File: config.mk
export PLATFORM = sky130hd
export DESIGN_NAME = prog_mem_arbiter
export DESIGN_NICKNAME = d
export VERILOG_FILES = /design/src/rtl/prog_mem_pkg.sv /design/src/rtl/prog_addr_window.sv /design/src/rtl/prog_mem_arbiter.sv
export SDC_FILE = /design/constraint.sdc
export NUM_CORES = 1
export LEC_CHECK = 0
export CELL_PAD_IN_SITES_DETAIL_PLACEMENT = 1
export CELL_PAD_IN_SITES_GLOBAL_PLACEMENT = 1
export CORE_ASPECT_RATIO = 1.4
export CORE_MARGIN = 3
export CORE_UTILIZATION = 28
export CTS_CLUSTER_DIAMETER = 200
export DETAILED_ROUTE_END_ITERATION = 12
export PLACE_DENSITY = 0.85
export SYNTH_ARGS = -nofsm -noshare
export SYNTH_HDL_FRONTEND = slang
export SYNTH_SLANG_ARGS = --single-unit
File: constraint.sdc
create_clock -name i_clk -period 2.3 [get_ports i_clk]
set_clock_uncertainty 0.15 [all_clocks]
set_input_delay 0.69 -clock i_clk [delete_from_list [all_inputs] [get_ports i_clk]]
set_output_delay 0.69 -clock i_clk [all_outputs]
set_load 0.02 [all_outputs]
File: src/rtl/prog_mem_pkg.sv
// Shared constants and types for the program memory arbiter.
// Latency: none (declarations only). Backpressure: not applicable.
// Window defaults, FSM state codes and requester identifiers.
package prog_mem_pkg;

    localparam logic [31:0] DEF_BASE_ADDR = 32'h31B0;
    localparam int unsigned DEF_WINDOW    = 1024;

    localparam logic [1:0] ST_IDLE   = 2'd0;
    localparam logic [1:0] ST_ACCESS = 2'd1;
    localparam logic [1:0] ST_ERR    = 2'd2;

    typedef enum logic {
        REQ_FETCH = 1'b0,
        REQ_LOAD  = 1'b1
    } req_id_t;

endpackage

File: src/rtl/prog_addr_window.sv
// Logical-to-physical translation with an unsigned range check against the window.
// Latency: combinational. Backpressure: none.
// The sum wraps silently; only the in-range flag decides whether it is used.
module prog_addr_window
    import prog_mem_pkg::*;
#(
    parameter logic [31:0] BASE_ADDR = DEF_BASE_ADDR,
    parameter int unsigned WINDOW    = DEF_WINDOW
) (
    input  logic [31:0] i_addr,
    output logic        o_in_range,
    output logic [31:0] o_phys
);

    assign o_in_range = (i_addr < WINDOW);
    assign o_phys     = i_addr + BASE_ADDR;

endmodule

File: src/rtl/prog_mem_arbiter.sv
// Shares the program memory between fetch and loader: round-robin grant, window check, cs_n sequencing.
// Latency: grant at edge N, response at edge N+MEM_LAT (N+1 for an out-of-window address).
// Backpressure: requesters hold req until gnt; one access in flight, requests ignored while busy.
module prog_mem_arbiter
    import prog_mem_pkg::*;
#(
    parameter logic [31:0] BASE_ADDR = DEF_BASE_ADDR,
    parameter int unsigned WINDOW    = DEF_WINDOW,
    parameter int unsigned MEM_LAT   = 1
) (
    input  logic        i_clk,
    input  logic        i_rst_n,
    input  logic        i_f_req,
    input  logic [31:0] i_f_addr,
    output logic        o_f_gnt,
    output logic        o_f_rvalid,
    output logic [31:0] o_f_rdata,
    output logic        o_f_err,
    input  logic        i_l_req,
    input  logic        i_l_we,
    input  logic [31:0] i_l_addr,
    input  logic [31:0] i_l_wdata,
    output logic        o_l_gnt,
    output logic        o_l_done,
    output logic [31:0] o_l_rdata,
    output logic        o_l_err,
    output logic        o_mem_cs_n,
    output logic        o_mem_we,
    output logic [31:0] o_mem_addr,
    output logic [31:0] o_mem_wdata,
    input  logic [31:0] i_mem_rdata,
    output logic        o_busy
);

    logic [1:0]  r_state;
    req_id_t     r_prio;
    req_id_t     r_owner;
    logic [2:0]  r_cnt;
    logic        r_f_gnt, r_f_rvalid, r_f_err;
    logic        r_l_gnt, r_l_done, r_l_err;
    logic [31:0] r_f_rdata, r_l_rdata;
    logic        r_mem_cs_n, r_mem_we, r_busy;
    logic [31:0] r_mem_addr, r_mem_wdata;

    logic        w_f_win, w_l_win, w_sel_we, w_in_range;
    logic [31:0] w_sel_addr, w_phys, w_rdata;

    // Fetch wins when alone or when it holds priority; loader takes whatever is left.
    assign w_f_win    = i_f_req & (~i_l_req | (r_prio == REQ_FETCH));
    assign w_l_win    = i_l_req & ~w_f_win;
    assign w_sel_addr = w_l_win ? i_l_addr : i_f_addr;
    assign w_sel_we   = w_l_win & i_l_we;
    assign w_rdata    = r_mem_we ? 32'd0 : i_mem_rdata;

    prog_addr_window #(
        .BASE_ADDR (BASE_ADDR),
        .WINDOW    (WINDOW)
    ) u_window (
        .i_addr     (w_sel_addr),
        .o_in_range (w_in_range),
        .o_phys     (w_phys)
    );

    always_ff @(posedge i_clk or negedge i_rst_n) begin
        if (!i_rst_n) begin
            r_state     <= ST_IDLE;
            r_prio      <= REQ_FETCH;
            r_owner     <= REQ_FETCH;
            r_cnt       <= 3'd0;
            r_f_gnt     <= 1'b0;
            r_f_rvalid  <= 1'b0;
            r_f_rdata   <= 32'd0;
            r_f_err     <= 1'b0;
            r_l_gnt     <= 1'b0;
            r_l_done    <= 1'b0;
            r_l_rdata   <= 32'd0;
            r_l_err     <= 1'b0;
            r_mem_cs_n  <= 1'b1;
            r_mem_we    <= 1'b0;
            r_mem_addr  <= 32'd0;
            r_mem_wdata <= 32'd0;
            r_busy      <= 1'b0;
        end else begin
            r_f_gnt    <= 1'b0;
            r_l_gnt    <= 1'b0;
            r_f_rvalid <= 1'b0;
            r_l_done   <= 1'b0;
            case (r_state)
                ST_IDLE: begin
                    if (w_f_win | w_l_win) begin
                        r_f_gnt <= w_f_win;
                        r_l_gnt <= w_l_win;
                        r_owner <= w_l_win ? REQ_LOAD : REQ_FETCH;
                        r_prio  <= w_l_win ? REQ_FETCH : REQ_LOAD;
                        r_busy  <= 1'b1;
                        if (w_in_range) begin
                            r_mem_cs_n  <= 1'b0;
                            r_mem_we    <= w_sel_we;
                            r_mem_addr  <= w_phys;
                            r_mem_wdata <= w_l_win ? i_l_wdata : 32'd0;
                            r_cnt       <= 3'(MEM_LAT - 1);
                            r_state     <= ST_ACCESS;
                        end else begin
                            r_state <= ST_ERR;
                        end
                    end
                end
                ST_ACCESS: begin
                    if (r_cnt != 3'd0) begin
                        r_cnt <= r_cnt - 3'd1;
                    end else begin
                        if (r_owner == REQ_LOAD) begin
                            r_l_done  <= 1'b1;
                            r_l_rdata <= w_rdata;
                            r_l_err   <= 1'b0;
                        end else begin
                            r_f_rvalid <= 1'b1;
                            r_f_rdata  <= w_rdata;
                            r_f_err    <= 1'b0;
                        end
                        r_mem_cs_n  <= 1'b1;
                        r_mem_we    <= 1'b0;
                        r_mem_addr  <= 32'd0;
                        r_mem_wdata <= 32'd0;
                        r_busy      <= 1'b0;
                        r_state     <= ST_IDLE;
                    end
                end
                ST_ERR: begin
                    if (r_owner == REQ_LOAD) begin
                        r_l_done  <= 1'b1;
                        r_l_rdata <= 32'd0;
                        r_l_err   <= 1'b1;
                    end else begin
                        r_f_rvalid <= 1'b1;
                        r_f_rdata  <= 32'd0;
                        r_f_err    <= 1'b1;
                    end
                    r_busy  <= 1'b0;
                    r_state <= ST_IDLE;
                end
                default: begin
                    r_busy  <= 1'b0;
                    r_state <= ST_IDLE;
                end
            endcase
        end
    end

    assign o_f_gnt     = r_f_gnt;
    assign o_f_rvalid  = r_f_rvalid;
    assign o_f_rdata   = r_f_rdata;
    assign o_f_err     = r_f_err;
    assign o_l_gnt     = r_l_gnt;
    assign o_l_done    = r_l_done;
    assign o_l_rdata   = r_l_rdata;
    assign o_l_err     = r_l_err;
    assign o_mem_cs_n  = r_mem_cs_n;
    assign o_mem_we    = r_mem_we;
    assign o_mem_addr  = r_mem_addr;
    assign o_mem_wdata = r_mem_wdata;
    assign o_busy      = r_busy;

endmodule

* Word-level counts from Yosys, hierarchy flattened
Cells that the tools add are included.
Widths: inputs -> output; s select.
** Storage, ports and cells
- Register bits after elaboration :: 144
- Input bits :: 133
** Cells by class
- Muxes and demuxes :: 56
- Add/sub/neg operators :: 2
- Reduce and logical (&&, ||, !) cells :: 10
- Equal/unequal tests :: 10
- $lt $le $gt $ge :: 1
- Bitwise gates (word level) :: 8
** Operators by type and width (count)
- $mux 32 :: 14
- $pmux 32 s2 :: 4
- $add 32x14->32 const B :: 1
- $lt 32x11->1 const B :: 1
- $mux 1 :: 23
- $reduce_and 4->1 :: 4
- $ne 2x2->1 const B :: 7
- $pmux 1 s2 :: 7
- $mux 3 :: 3
- $mux 2 :: 3
- $pmux 3 s2 :: 1
- $pmux 2 s2 :: 1
- $reduce_and 2->1 :: 2
- $reduce_bool 2->1 :: 2
- $and 1x1->1 :: 3
- $not 1->1 :: 3
- $reduce_bool 3->1 :: 1
- $sub 3x1->3 const B :: 1
- $eq 2x1->1 const B :: 1
- $eq 2x2->1 const B :: 1
- $logic_not 2->1 :: 1
- $ne 2x1->1 const B :: 1
- $or 1x1->1 :: 2

* Longest topological paths before layout
Gate-level depths: netlist of the first run.
- Word-level depth :: 10
- Depth in mapped cells :: 11

* Hierarchy
From an unflattened synthesis of the first run, not the netlist that was laid out.
** Second synthesis, totals
- Cells, all modules :: 519
- Area, all modules :: 6841.6 µm²
** By module, submodules not included
- prog_mem_arbiter :: seq. area each 3604.7 µm², cells each 425, area each 6189.7 µm², instances 1
- prog_addr_window :: seq. area each 0.0 µm², cells each 94, area each 651.9 µm², instances 1

* Least setup slack after synthesis of the first run
Ideal clock, no wire load.
- Path kind :: input-to-reg
- Start :: input port i_l_addr[28]
- End :: register r_mem_addr[0], in the netlist o_mem_addr[0]
- Data required time :: 2.029 ns
- Buffers on the path :: 2
- Slack :: -0.288 ns
- Arrival :: 2.317 ns
- Stages on the path :: 8
- Cells stage by stage :: nor4_1 -> nand3_1 -> o22ai_2 -> nor2_2 -> or3_1 -> buf_4 -> buf_6 -> a22o_1
** On the way
- Cells in the longest elaborated chain, start to end :: 4
** Ends and longest elaborated chain
- start: declaration :: RTL line prog_mem_arbiter.sv:21 : input logic [31:0] i_l_addr,
- $mux 32 :: RTL line prog_mem_arbiter.sv:51 : assign w_sel_addr = w_l_win ? i_l_addr : i_f_addr;
- $lt 32x11->1 :: RTL line prog_addr_window.sv:15 : assign o_in_range = (i_addr < WINDOW);
- $ne 2x1->1 (no line)
- $reduce_and 4->1 (no line)
- end signal: assignment :: RTL line prog_mem_arbiter.sv:99 : r_mem_addr <= w_phys;
- end: declaration :: RTL line prog_mem_arbiter.sv:43 : logic [31:0] r_mem_addr, r_mem_wdata;
No other way between the ends.
A chain may end at the register's enable or synchronous reset.

* Final worst setup path of the first run
- Start :: input port i_l_addr[10]
- End :: register r_mem_wdata[6], in the netlist o_mem_wdata[6]
** On the way
- Cells in the longest elaborated chain, start to end :: 4
** Ends and longest elaborated chain
- $mux 32 :: RTL line prog_mem_arbiter.sv:51
- $lt 32x11->1 :: RTL line prog_addr_window.sv:15
- $ne 2x1->1 (no line)
- $reduce_and 4->1 (no line)
- end signal: assignment :: RTL line prog_mem_arbiter.sv:100 : r_mem_wdata <= w_l_win ? i_l_wdata : 32'd0;
- end: declaration :: RTL line prog_mem_arbiter.sv:43
No other way between the ends.

==> impl_metrics.csv, run 1 <==
group,metric,value,unit
drt,routedWlPerCell,18.90,um
final_layout,finalInstanceArea,9992,um^2
die,die-width,127.4,um
run_status,run_status,"finished with violations",
global_routing,grt_overflow,0,
synthesis,seq_area_frac_synth,62.43,%
global_routing,grt_pass1_wl,32320,um
global_routing,antenna_found_initial,1,
drt,num_vias,5281,
synthesis,synth-seq-cells,144,
clock_tree,h-tree-depth,4,
synthesis,netlist_top_cells_count,"143 x dfrtp_1, 117 x nand2_1, 77 x o21ai_0",
sta,hold_ws,41.53,ps
die,start_util,28.77,%
drt,drc,0,
setup_path,cp_slowest_cell,"or3_4",
drt,dr.pass1.iters,4,
sta,max_slew_margin,73.21,%
pwr,powerDensity,947.8,nW/um^2
final_layout,syn_to_final_growth,73.04,%
synthesis,netlist.top_cell.by_area,"dfrtp_1",
placement,dp_hpwl,14520,um
placement,port_buffers,269,
run_status,violations,"negative setup slack",
final_layout,drive_gt1_share,17.65,%
die,placementRows,61,
sta,setup-tns-final,-2164,ps
drt,drt_iter0_drc,177,
final_layout,nets,988,
pwr,switching_share,33.78,%
global_routing,grt_use_total,18.35,%
clock_tree,clkSinkCount,144,
setup_path,crit_chain,"dlygate4sd2_1 > nor4_4 > nand3_2 > o22ai_4 > nor2_4 > or3_4 > buf_4 > buf_16 > a22o_1",
sta,slew_violations,0,
placement,routabilityCongestion,0.8212,
clock_tree,clk_path_buf_depth,2,
die,boundaryPins,270,
sta,fmax,418.8,MHz
synthesis,syn_area,5774,um^2
setup_path,arrival,2530,ps
clock_tree,numCtsBuffers,17,
synthesis,synth_enable_flop_cells,0,
synthesis,synth-async-reset-ratio,100.0,%
die,fp.dieH,175.9,um
synthesis,avgSynthCellArea,10.87,um^2
setup_path,cp-end-kind,"flop",
clock_tree,cts_root_buf,"clkbuf_16",
placement,place_area,9095,um^2
setup_path,worstPathMaxFanout,6,
setup_path,cp.required,2440,ps
pwr,power_frac_comb,36.1,%
run,max_cap_violations,0,
pwr,seqPwrFrac,35.5,%
sta,finalCritPeriodShare,103.8,%
die,core_area,20070,um^2
setup_path,max_stage_delay,430,ps
pwr,p_clk_share,28.4,%
synthesis,syn-num-nets,670,
synthesis,synth_area_leaders,"dfrtp_1 62%, nand2_1 7.6%, a22o_1 6.8%",
pwr,intPower,6.271,mW
pwr,ir_drop,0.4803,mV
drt,drt-total-wl,21060,um
die,dieArea,22410,um^2
pwr,p_sw,3.199,mW
clock_tree,insertion_delay,400,ps
sta,setup_viol,47,
sta,fin_ws,-88.06,ps
clock_tree,clk_pin_slew,60,ps
sta,rsz0062_at_grt,"true",
clock_tree,cts_tree,"built",
sta,finalHoldViolCount,0,
drt,vias_per_cell,4.741,
setup_path,reg2reg_from,"r_prio",
final_layout,final_util,49.78,%
final_layout,fillCellCount,2153,
setup_path,cp-startpoint,"i_l_addr[10]",
placement,placed_cells,1065,
min_path,holdCritPathClass,"in -> async",
setup_path,crit_type,"in -> reg",
global_routing,grt_pass1_vias,5873,
synthesis,synth_top_cell_area_share,61.97,%
synthesis,yosys_warnings,0,
sta,tightest_slew,401.9,ps
setup_path,startpoint_type,"input port",
global_routing,grt_max_degree,65,
synthesis,syn_inst,531,
synthesis,synth.most_common_cell,"dfrtp_1",
pwr,cellLeakagePower,4.713,nW
drt,final_antenna_net_count,0,
final_layout,fin_cells,1114,
synthesis,synth_cell_types,42,
sta,fin_crit,2388,ps
synthesis,ys.flop_type,"dfrtp_1",
## state kept, by name, indices dropped and copies added, names as in the netlist, 2 cells and up
register / cells
o_mem_addr: 32
r_state: 2
o_mem_wdata: 32
o_f_rdata: 32
r_cnt: 3
o_l_rdata: 32
## routing by layer
metal | GRT usage [%] | routed length [um] | up-vias
met3 | 4.320 | 1162 | 24
met4 | 6.485 | 463 | 0
met2 | 33.44 | 11360 | 198
met1 | 20.72 | 8077 | 2595
met5 | 0 | 0 | -
li1 | - | - | 2464
## through the flow
stage | power (mW) | setup slack (ps)
floorplan | 4.844 | -257.6
global placement | 6.561 | -825.6
detailed placement | 6.659 | -905.5
CTS | 9.573 | -47.70
global route | 10.01 | -185.7
finish | 9.470 | -88.06
## critical path, delay by kind of cell
kind	cells	cell delay (ps)
and+or+nand+nor	4	790
buffers and inverters	3	580
AOI/OAI and AO/OA	2	450
## final timing paths
| path | endpoint | slack [ps] | cells after the start |
|---|---|---|---|
| hold / removal | o_l_rdata[20] | 40 | 1 |
| max in group asynchronous | o_f_rdata[2] | 1290 | 2 |
| hold reg to reg | o_l_rdata[21] | 330 | 2 |
| setup / recovery | o_mem_wdata[6] | -90 | 9 |
| min in group i_clk | o_l_rdata[21] | 330 | 2 |
| setup reg to reg | o_mem_wdata[6] | -10 | 9 |
## power by group through the flow
stage / clock network (mW) / registers (mW) / logic (mW)
3_5_place_dp: 0 / 3.41 / 3.24
5_1_grt: 2.88 / 3.43 / 3.70
6_report: 2.69 / 3.36 / 3.42
3_3_place_gp: 0 / 3.38 / 3.18
4_1_cts: 2.75 / 3.37 / 3.45
2_1_floorplan: 0 / 4.04 / 0.809
## placed cells by master, fill, tap and decap left out, types with 3 or more instances in the layout
cell | Yosys | routed
o21ai_0 | 77 | 75
nor4_2 | 0 | 6
ha_1 | 6 | 4
nand3_1 | 4 | 3
a22o_1 | 45 | 45
inv_2 | 3 | 3
buf_6 | 5 | 14
inv_6 | 0 | 3
clkinvlp_4 | 0 | 4
nor2_1 | 12 | 11
buf_12 | 0 | 7
a21oi_1 | 8 | 8
clkdlybuf4s15_1 | 0 | 10
buf_16 | 0 | 5
inv_1 | 12 | 12
mux2i_1 | 7 | 6
nor4_4 | 0 | 4
clkbuf_16 | 0 | 19
and2_1 | 19 | 18
buf_4 | 1 | 41
dfrtp_1 | 143 | 142
xor2_1 | 6 | 6
clkdlybuf4s50_1 | 0 | 207
buf_2 | 1 | 19
nand2_1 | 117 | 115
dlymetal6s2s_1 | 0 | 13
dlygate4sd2_1 | 0 | 10
## area by class of cell
cell class | count | area [um^2] | area share, %
clock buffer | 19 | 432.9 | 4.333
timing repair buffer | 330 | 3327 | 33.30
antenna | 1 | 2.502 | 0.02504
tap | 252 | 315.3 | 3.156
clock inverter | 12 | 135.1 | 1.352
inverter | 15 | 56.30 | 0.5635
sequential | 144 | 3606 | 36.09
multi-input combinational | 341 | 2117 | 21.19
## logic make-up after synthesis
logic type | count (synthesis) | share of synthesized area, %
xor gates and xnor gates | 8 | 1.213
DFF | 144 | 62.43
and+or+nand+nor | 172 | 13.00
AOI/OAI and AO/OA | 146 | 16.73
muxes | 9 | 1.603
adders and majority gates | 6 | 1.300
buffers and inverters | 46 | 3.727
## repair_timing
item / 4_1_cts / 5_1_grt
resized for setup: 166 / 20
pin swaps: 50 / 18
setup buffers: 8 / 2
setup endpoints to repair: 67 / 76
cloned: 6 / 2
hold buffers: 0 / 0
No activity file was read; power rests on OpenSTA's default activity.
==> run 2, diff against run 1 <==
--- a/config.mk
+++ b/config.mk
@@ -9,10 +9,10 @@
 export CELL_PAD_IN_SITES_GLOBAL_PLACEMENT = 1
 export CORE_ASPECT_RATIO = 1.4
 export CORE_MARGIN = 3
-export CORE_UTILIZATION = 28
+export CORE_UTILIZATION = 33
 export CTS_CLUSTER_DIAMETER = 200
 export DETAILED_ROUTE_END_ITERATION = 12
-export PLACE_DENSITY = 0.85
+export PLACE_DENSITY = 0.94
 export SYNTH_ARGS = -nofsm -noshare
 export SYNTH_HDL_FRONTEND = slang
 export SYNTH_SLANG_ARGS = --single-unit
==> constraint.sdc (replaced) <==
create_clock -name i_clk -period 3.05 [get_ports i_clk]
set_clock_uncertainty 0.15 [all_clocks]
set_input_delay 0.915 -clock i_clk [delete_from_list [all_inputs] [get_ports i_clk]]
set_output_delay 0.915 -clock i_clk [all_outputs]
set_load 0.02 [all_outputs]
==> run 2 against run 1 <==
Against the previous run:
- the run still ends with negative setup slack left
- critical path depth did not move
- sequential share of layout area rose by 1.7 points
- clock power fell by 25%
- sequential power fell by 24%
- via count fell by 0.87%
- register-to-register slack improved by 460 ps
- clock-buffer cell count fell by 1
- combinational power fell by 29%
- largest power group is now registers
- highest routed layer unchanged
==> impl_metrics.csv, run 2 (same netlist as run 1, synthesis figures left out) <==
group,metric,value,unit
sta,hold_ws,327.9,ps
pwr,ir_drop,0.3515,mV
die,die-width,117.8,um
run_status,run_status,"finished with violations",
die,fp.dieH,162.5,um
setup_path,crit_type,"in -> reg",
sta,fmax,327.5,MHz
drt,final_antenna_net_count,0,
final_layout,nets,962,
clock_tree,cts_root_buf,"clkbuf_16",
setup_path,worstPathMaxFanout,53,
clock_tree,clk_pin_slew,60,ps
placement,placed_cells,1036,
sta,setup-tns-final,-3.866,ps
sta,setup_viol,1,
drt,drt_iter0_drc,254,
global_routing,grt_max_degree,65,
die,core_area,16960,um^2
final_layout,final_util,56.31,%
min_path,holdCritPathClass,"reg -> reg",
drt,routedWlPerCell,19.49,um
sta,finalCritPeriodShare,100.1,%
setup_path,cp-end-kind,"flop",
pwr,cellLeakagePower,4.252,nW
sta,slew_violations,0,
run_status,violations,"negative setup slack",
global_routing,grt_use_total,21.60,%
placement,routabilityCongestion,0.8698,
placement,dp_hpwl,15980,um
final_layout,finalInstanceArea,9548,um^2
global_routing,grt_pass1_vias,5865,
placement,place_area,8954,um^2
drt,drt-total-wl,20780,um
pwr,powerDensity,735.8,nW/um^2
drt,dr.pass1.iters,4,
placement,port_buffers,269,
clock_tree,clk_path_buf_depth,2,
clock_tree,h-tree-depth,4,
final_layout,antenna_cells,0,
final_layout,layout_commonest_cell,"clkdlybuf4s50_1",
sta,tightest_slew,629.9,ps
die,boundaryPins,270,
final_layout,fin_cells,1066,
setup_path,startpoint_type,"input port",
sta,finalHoldViolCount,0,
final_layout,fillCellCount,1843,
sta,max_slew_margin,58.01,%
final_layout,syn_to_final_growth,65.35,%
sta,fin_crit,3054,ps
global_routing,antenna_found_initial,0,
clock_tree,clkSinkCount,144,
drt,vias_per_cell,4.911,
die,placementRows,56,
final_layout,drive_gt1_share,10.19,%
drt,drc,0,
sta,fin_ws,-3.866,ps
die,start_util,34.05,%
global_routing,grt_overflow,0,
clock_tree,numCtsBuffers,17,
die,dieArea,19140,um^2
setup_path,cp.required,3180,ps
global_routing,grt_pass1_wl,32270,um
drt,num_vias,5235,
clock_tree,insertion_delay,400,ps
run,max_cap_violations,0,
final_layout,layout_common_cells,"267 x clkdlybuf4s50_1, 143 x dfrtp_1, 115 x nand2_1",
setup_path,arrival,3180,ps
clock_tree,cts_tree,"built",
==> run 2: cell types whose count changed in the layout (fill, tap and decap cells not counted), sizes merged <==
cell / before / now
clkdlybuf4s15: 11 / 0
clkinvlp: 4 / 3
clkinv: 3 / 5
clkbuf: 22 / 18
buf: 86 / 36
dlymetal6s2s: 13 / 1
clkdlybuf4s50: 207 / 267
inv: 18 / 17
diode: 1 / 0
dlygate4sd2: 10 / 0
==> run 2: metal layers <==
metal / vias to the layer above / share of wire (%) / global-route usage [%]
li1: 2408 / - / -
met5: - / 0 / 0
met3: 36 / 5.3 / 5.073
met4: 0 / 2.9 / 8.747
met1: 2586 / 35 / 21.67
met2: 205 / 57 / 42.45
==> run 2: final cells by class <==
cell class	instances	area, um^2	share of cell area, %
repair buffers	304	3034	31.78
well taps	232	290.3	3.040
inverters	15	56.30	0.5897
flip-flops and latches	144	3605	37.75
multi-input cells	341	1987	20.81
clock buffers	18	439.2	4.600
clock inverters	12	136.4	1.428
==> run 2: worst max-delay path: stages <==
cell	delay, ps
clkdlybuf4s50_1	410
nor4_1	340
buf_4	180
nand3_2	90
o22ai_2	190
nor2_2	50
or3_2	500
buf_12	210
a22o_1	280
==> run 2: power breakdown <==
group          internal [mW]  total [mW]  leakage, nW  switching, mW
Combinational           1.10        2.44         2.05           1.35
Sequential              2.32        2.55         1.93          0.229
Clock                   1.22        2.03        0.275          0.812
==> run 2: per-stage QoR <==
step                      worst slack [ps]  power (mW)
after floorplan                      236.6       3.647
after global placement              -339.5       4.926
after detailed placement            -473.7       5.061
after CTS                            43.23       7.121
after global routing                -71.31       7.392
final                               -3.866       7.025
==> run 2: path summary, 6_finish.rpt <==
check                                    from         endpoint  slack [ps]  depth (start not counted)
worst max-delay path             i_f_addr[18]   o_mem_wdata[6]          -4                          9
worst min-delay path            o_f_rdata[15]    o_f_rdata[15]         330                          2
worst max register to register     r_state[1]   o_mem_wdata[6]         450                          9
worst min register to register  o_f_rdata[15]    o_f_rdata[15]         330                          2
max in group asynchronous             i_rst_n  o_mem_wdata[11]        1710                          2
min in group asynchronous             i_rst_n  o_mem_wdata[28]         350                          1
==> run 2: what timing repair did <==
item / 4_1_cts / 5_1_grt
buffers inserted: 0 / 0
resized for setup: 2 / 4
hold buffers: 0 / 0
endpoints found under the setup margin: 1 / 17
pin swaps: 0 / 0
==> run 3, diff against run 2 <==
--- a/config.mk
+++ b/config.mk
@@ -9,10 +9,10 @@
 export CELL_PAD_IN_SITES_GLOBAL_PLACEMENT = 1
 export CORE_ASPECT_RATIO = 1.4
 export CORE_MARGIN = 3
-export CORE_UTILIZATION = 33
+export CORE_UTILIZATION = 28
 export CTS_CLUSTER_DIAMETER = 200
 export DETAILED_ROUTE_END_ITERATION = 12
-export PLACE_DENSITY = 0.94
+export PLACE_DENSITY = 0.85
 export SYNTH_ARGS = -nofsm -noshare
 export SYNTH_HDL_FRONTEND = slang
 export SYNTH_SLANG_ARGS = --single-unit
==> constraint.sdc (replaced) <==
create_clock -name i_clk -period 2.8 [get_ports i_clk]
set_clock_uncertainty 0.15 [all_clocks]
set_input_delay 0.84 -clock i_clk [delete_from_list [all_inputs] [get_ports i_clk]]
set_output_delay 0.84 -clock i_clk [all_outputs]
set_load 0.02 [all_outputs]
==> run 3 against run 2 <==
Against the previous run:
- cell area up 2.8%
- the run still ends with negative setup slack left
- die area grew 17%
- non-clock buffer count rose by 3
- worst hold slack lost 240 ps
- critical path type unchanged
- critical path depth is 1 lower
==> impl_metrics.csv, run 3 (same netlist as run 1, synthesis figures left out) <==
group,metric,value,unit
run_status,run_status,"finished with violations",
run_status,violations,"negative setup slack",
drt,vias_per_cell,4.758,
die,die-width,127.4,um
die,placementRows,61,
sta,slew_violations,0,
clock_tree,clk_path_buf_depth,2,
global_routing,grt_pass1_vias,5670,
drt,drt-total-wl,20730,um
final_layout,nets,965,
global_routing,grt_max_degree,72,
drt,final_antenna_net_count,0,
global_routing,grt_use_total,17.40,%
global_routing,grt_pass1_wl,30570,um
drt,num_vias,5191,
pwr,intPower,5.270,mW
clock_tree,numCtsBuffers,17,
pwr,powerDensity,809.2,nW/um^2
pwr,switching_share,33.64,%
clock_tree,insertion_delay,430,ps
setup_path,arrival,2970,ps
setup_path,cp.required,2950,ps
die,dieArea,22410,um^2
die,start_util,28.77,%
final_layout,layout_commonest_cell,"clkdlybuf4s50_1",
sta,setup_viol,9,
placement,routabilityCongestion,0.8161,
drt,routedWlPerCell,19.00,um
die,boundaryPins,270,
final_layout,drive_gt1_share,11.44,%
sta,fin_crit,2812,ps
final_layout,syn_to_final_growth,69.95,%
pwr,cellLeakagePower,4.473,nW
run,max_cap_violations,0,
placement,dp_hpwl,14540,um
sta,finalHoldViolCount,0,
clock_tree,h-tree-depth,4,
clock_tree,cts_tree,"built",
sta,fmax,355.6,MHz
pwr,total_power,7.941,mW
global_routing,grt_overflow,0,
clock_tree,cts_root_buf,"clkbuf_16",
sta,setup-tns-final,-61.91,ps
sta,finalCritPeriodShare,100.4,%
pwr,power_frac_comb,34.3,%
sta,tightest_slew,427.3,ps
drt,dr.pass1.iters,4,
final_layout,antenna_cells,0,
die,fp.dieH,175.9,um
placement,port_buffers,269,
min_path,holdCritPathClass,"in -> async",
setup_path,startpoint_type,"input port",
setup_path,crit_type,"in -> reg",
clock_tree,clk_pin_slew,60,ps
sta,fin_ws,-12.03,ps
pwr,p_clk_share,31.0,%
final_layout,layout_common_cells,"252 x clkdlybuf4s50_1, 143 x dfrtp_1, 115 x nand2_1",
sta,max_slew_margin,71.51,%
drt,drc,0,
die,core_area,20070,um^2
pwr,seqPwrFrac,34.7,%
global_routing,antenna_found_initial,0,
setup_path,cp-end-kind,"flop",
pwr,p_sw,2.671,mW
pwr,ir_drop,0.4099,mV
clock_tree,clkSinkCount,144,
setup_path,worstPathMaxFanout,8,
drt,drt_iter0_drc,160,
-- run 3: cell types whose count changed in the layout (fill, tap and decap cells not counted), sizes merged --
cell	change
buf	-1
bufinv	+2
clkbuf	+4
clkdlybuf4s50	-15
clkinv	-1
clkinvlp	-1
dlymetal6s2s	+15
inv	+2
-- run 3: worst max-delay path, cell delays in order --
cell and delay (ps):
clkdlybuf4s50_1 430, nor4_2 210, nand4_1 220, o22ai_2 230, nor2_2 70, or3_4 510
clkbuf_16 210, a22o_1 230
-- run 3: layout make-up --
| type | count | area (um^2) |
|---|---|---|
| clock inverter | 14 | 203.9 |
| sequential | 144 | 3605 |
| timing repair buffer | 307 | 3163 |
| clock buffer | 18 | 429.2 |
| fill | 2173 | 10260 |
| tap | 252 | 315.3 |
| inverter | 15 | 56.30 |
| multi-input combinational | 341 | 2041 |
-- run 3: power by group through the flow --
stage               logic, mW  clock network [mW]  registers [mW]
detailed placement       2.62                   0            2.80
finish                   2.72                2.46            2.76
floorplan               0.658                   0            3.31
global placement         2.56                   0            2.78
CTS                      2.66                2.53            2.77
global route             2.93                2.61            2.82
-- run 3: path summary, 6_finish.rpt --
check / depth (start not counted) / slack, ps / end / startpoint
setup / recovery: 8 / -10 / o_mem_wdata[28] / i_l_addr[31]
min in group i_clk: 2 / 330 / o_f_rdata[17] / o_f_rdata[17]
setup reg to reg: 9 / 300 / o_mem_wdata[25] / r_state[1]
max in group asynchronous: 2 / 1750 / o_mem_wdata[24] / i_rst_n
hold / removal: 1 / 90 / o_f_rdata[23] / i_rst_n
hold reg to reg: 2 / 330 / o_f_rdata[17] / o_f_rdata[17]
-- run 3: what timing repair did --
action                     CTS  global route
setup endpoints to repair   46            44
pin swaps                    3            13
resized for setup            4            27
hold buffers                 0             0
hold endpoints to repair     0             0
gates cloned                 1             5
buffers inserted             0             3
-- run 3: metal layers --
metal | wire [um] | global-route usage [%]
met4 | 440 | 6.172
met2 | 11230 | 32.56
met1 | 7968 | 19.04
met3 | 1092 | 3.833
met5 | 0 | 0
-- run 3: through the flow --
step	hold slack (ps)	utilization, %	std cells	area, um^2	setup slack (ps)
3_3_place_gp	311.8	44.38	1050	8909	-469.5
4_1_cts	79.58	47.75	1083	9585	17.41
5_1_grt	88.31	48.89	1091	9813	-50.76
6_report	90.40	48.89	1091	9813	-12.03
2_1_floorplan	275.4	-	531	5774	61.55
3_5_place_dp	317.5	44.38	1050	8909	-531.6
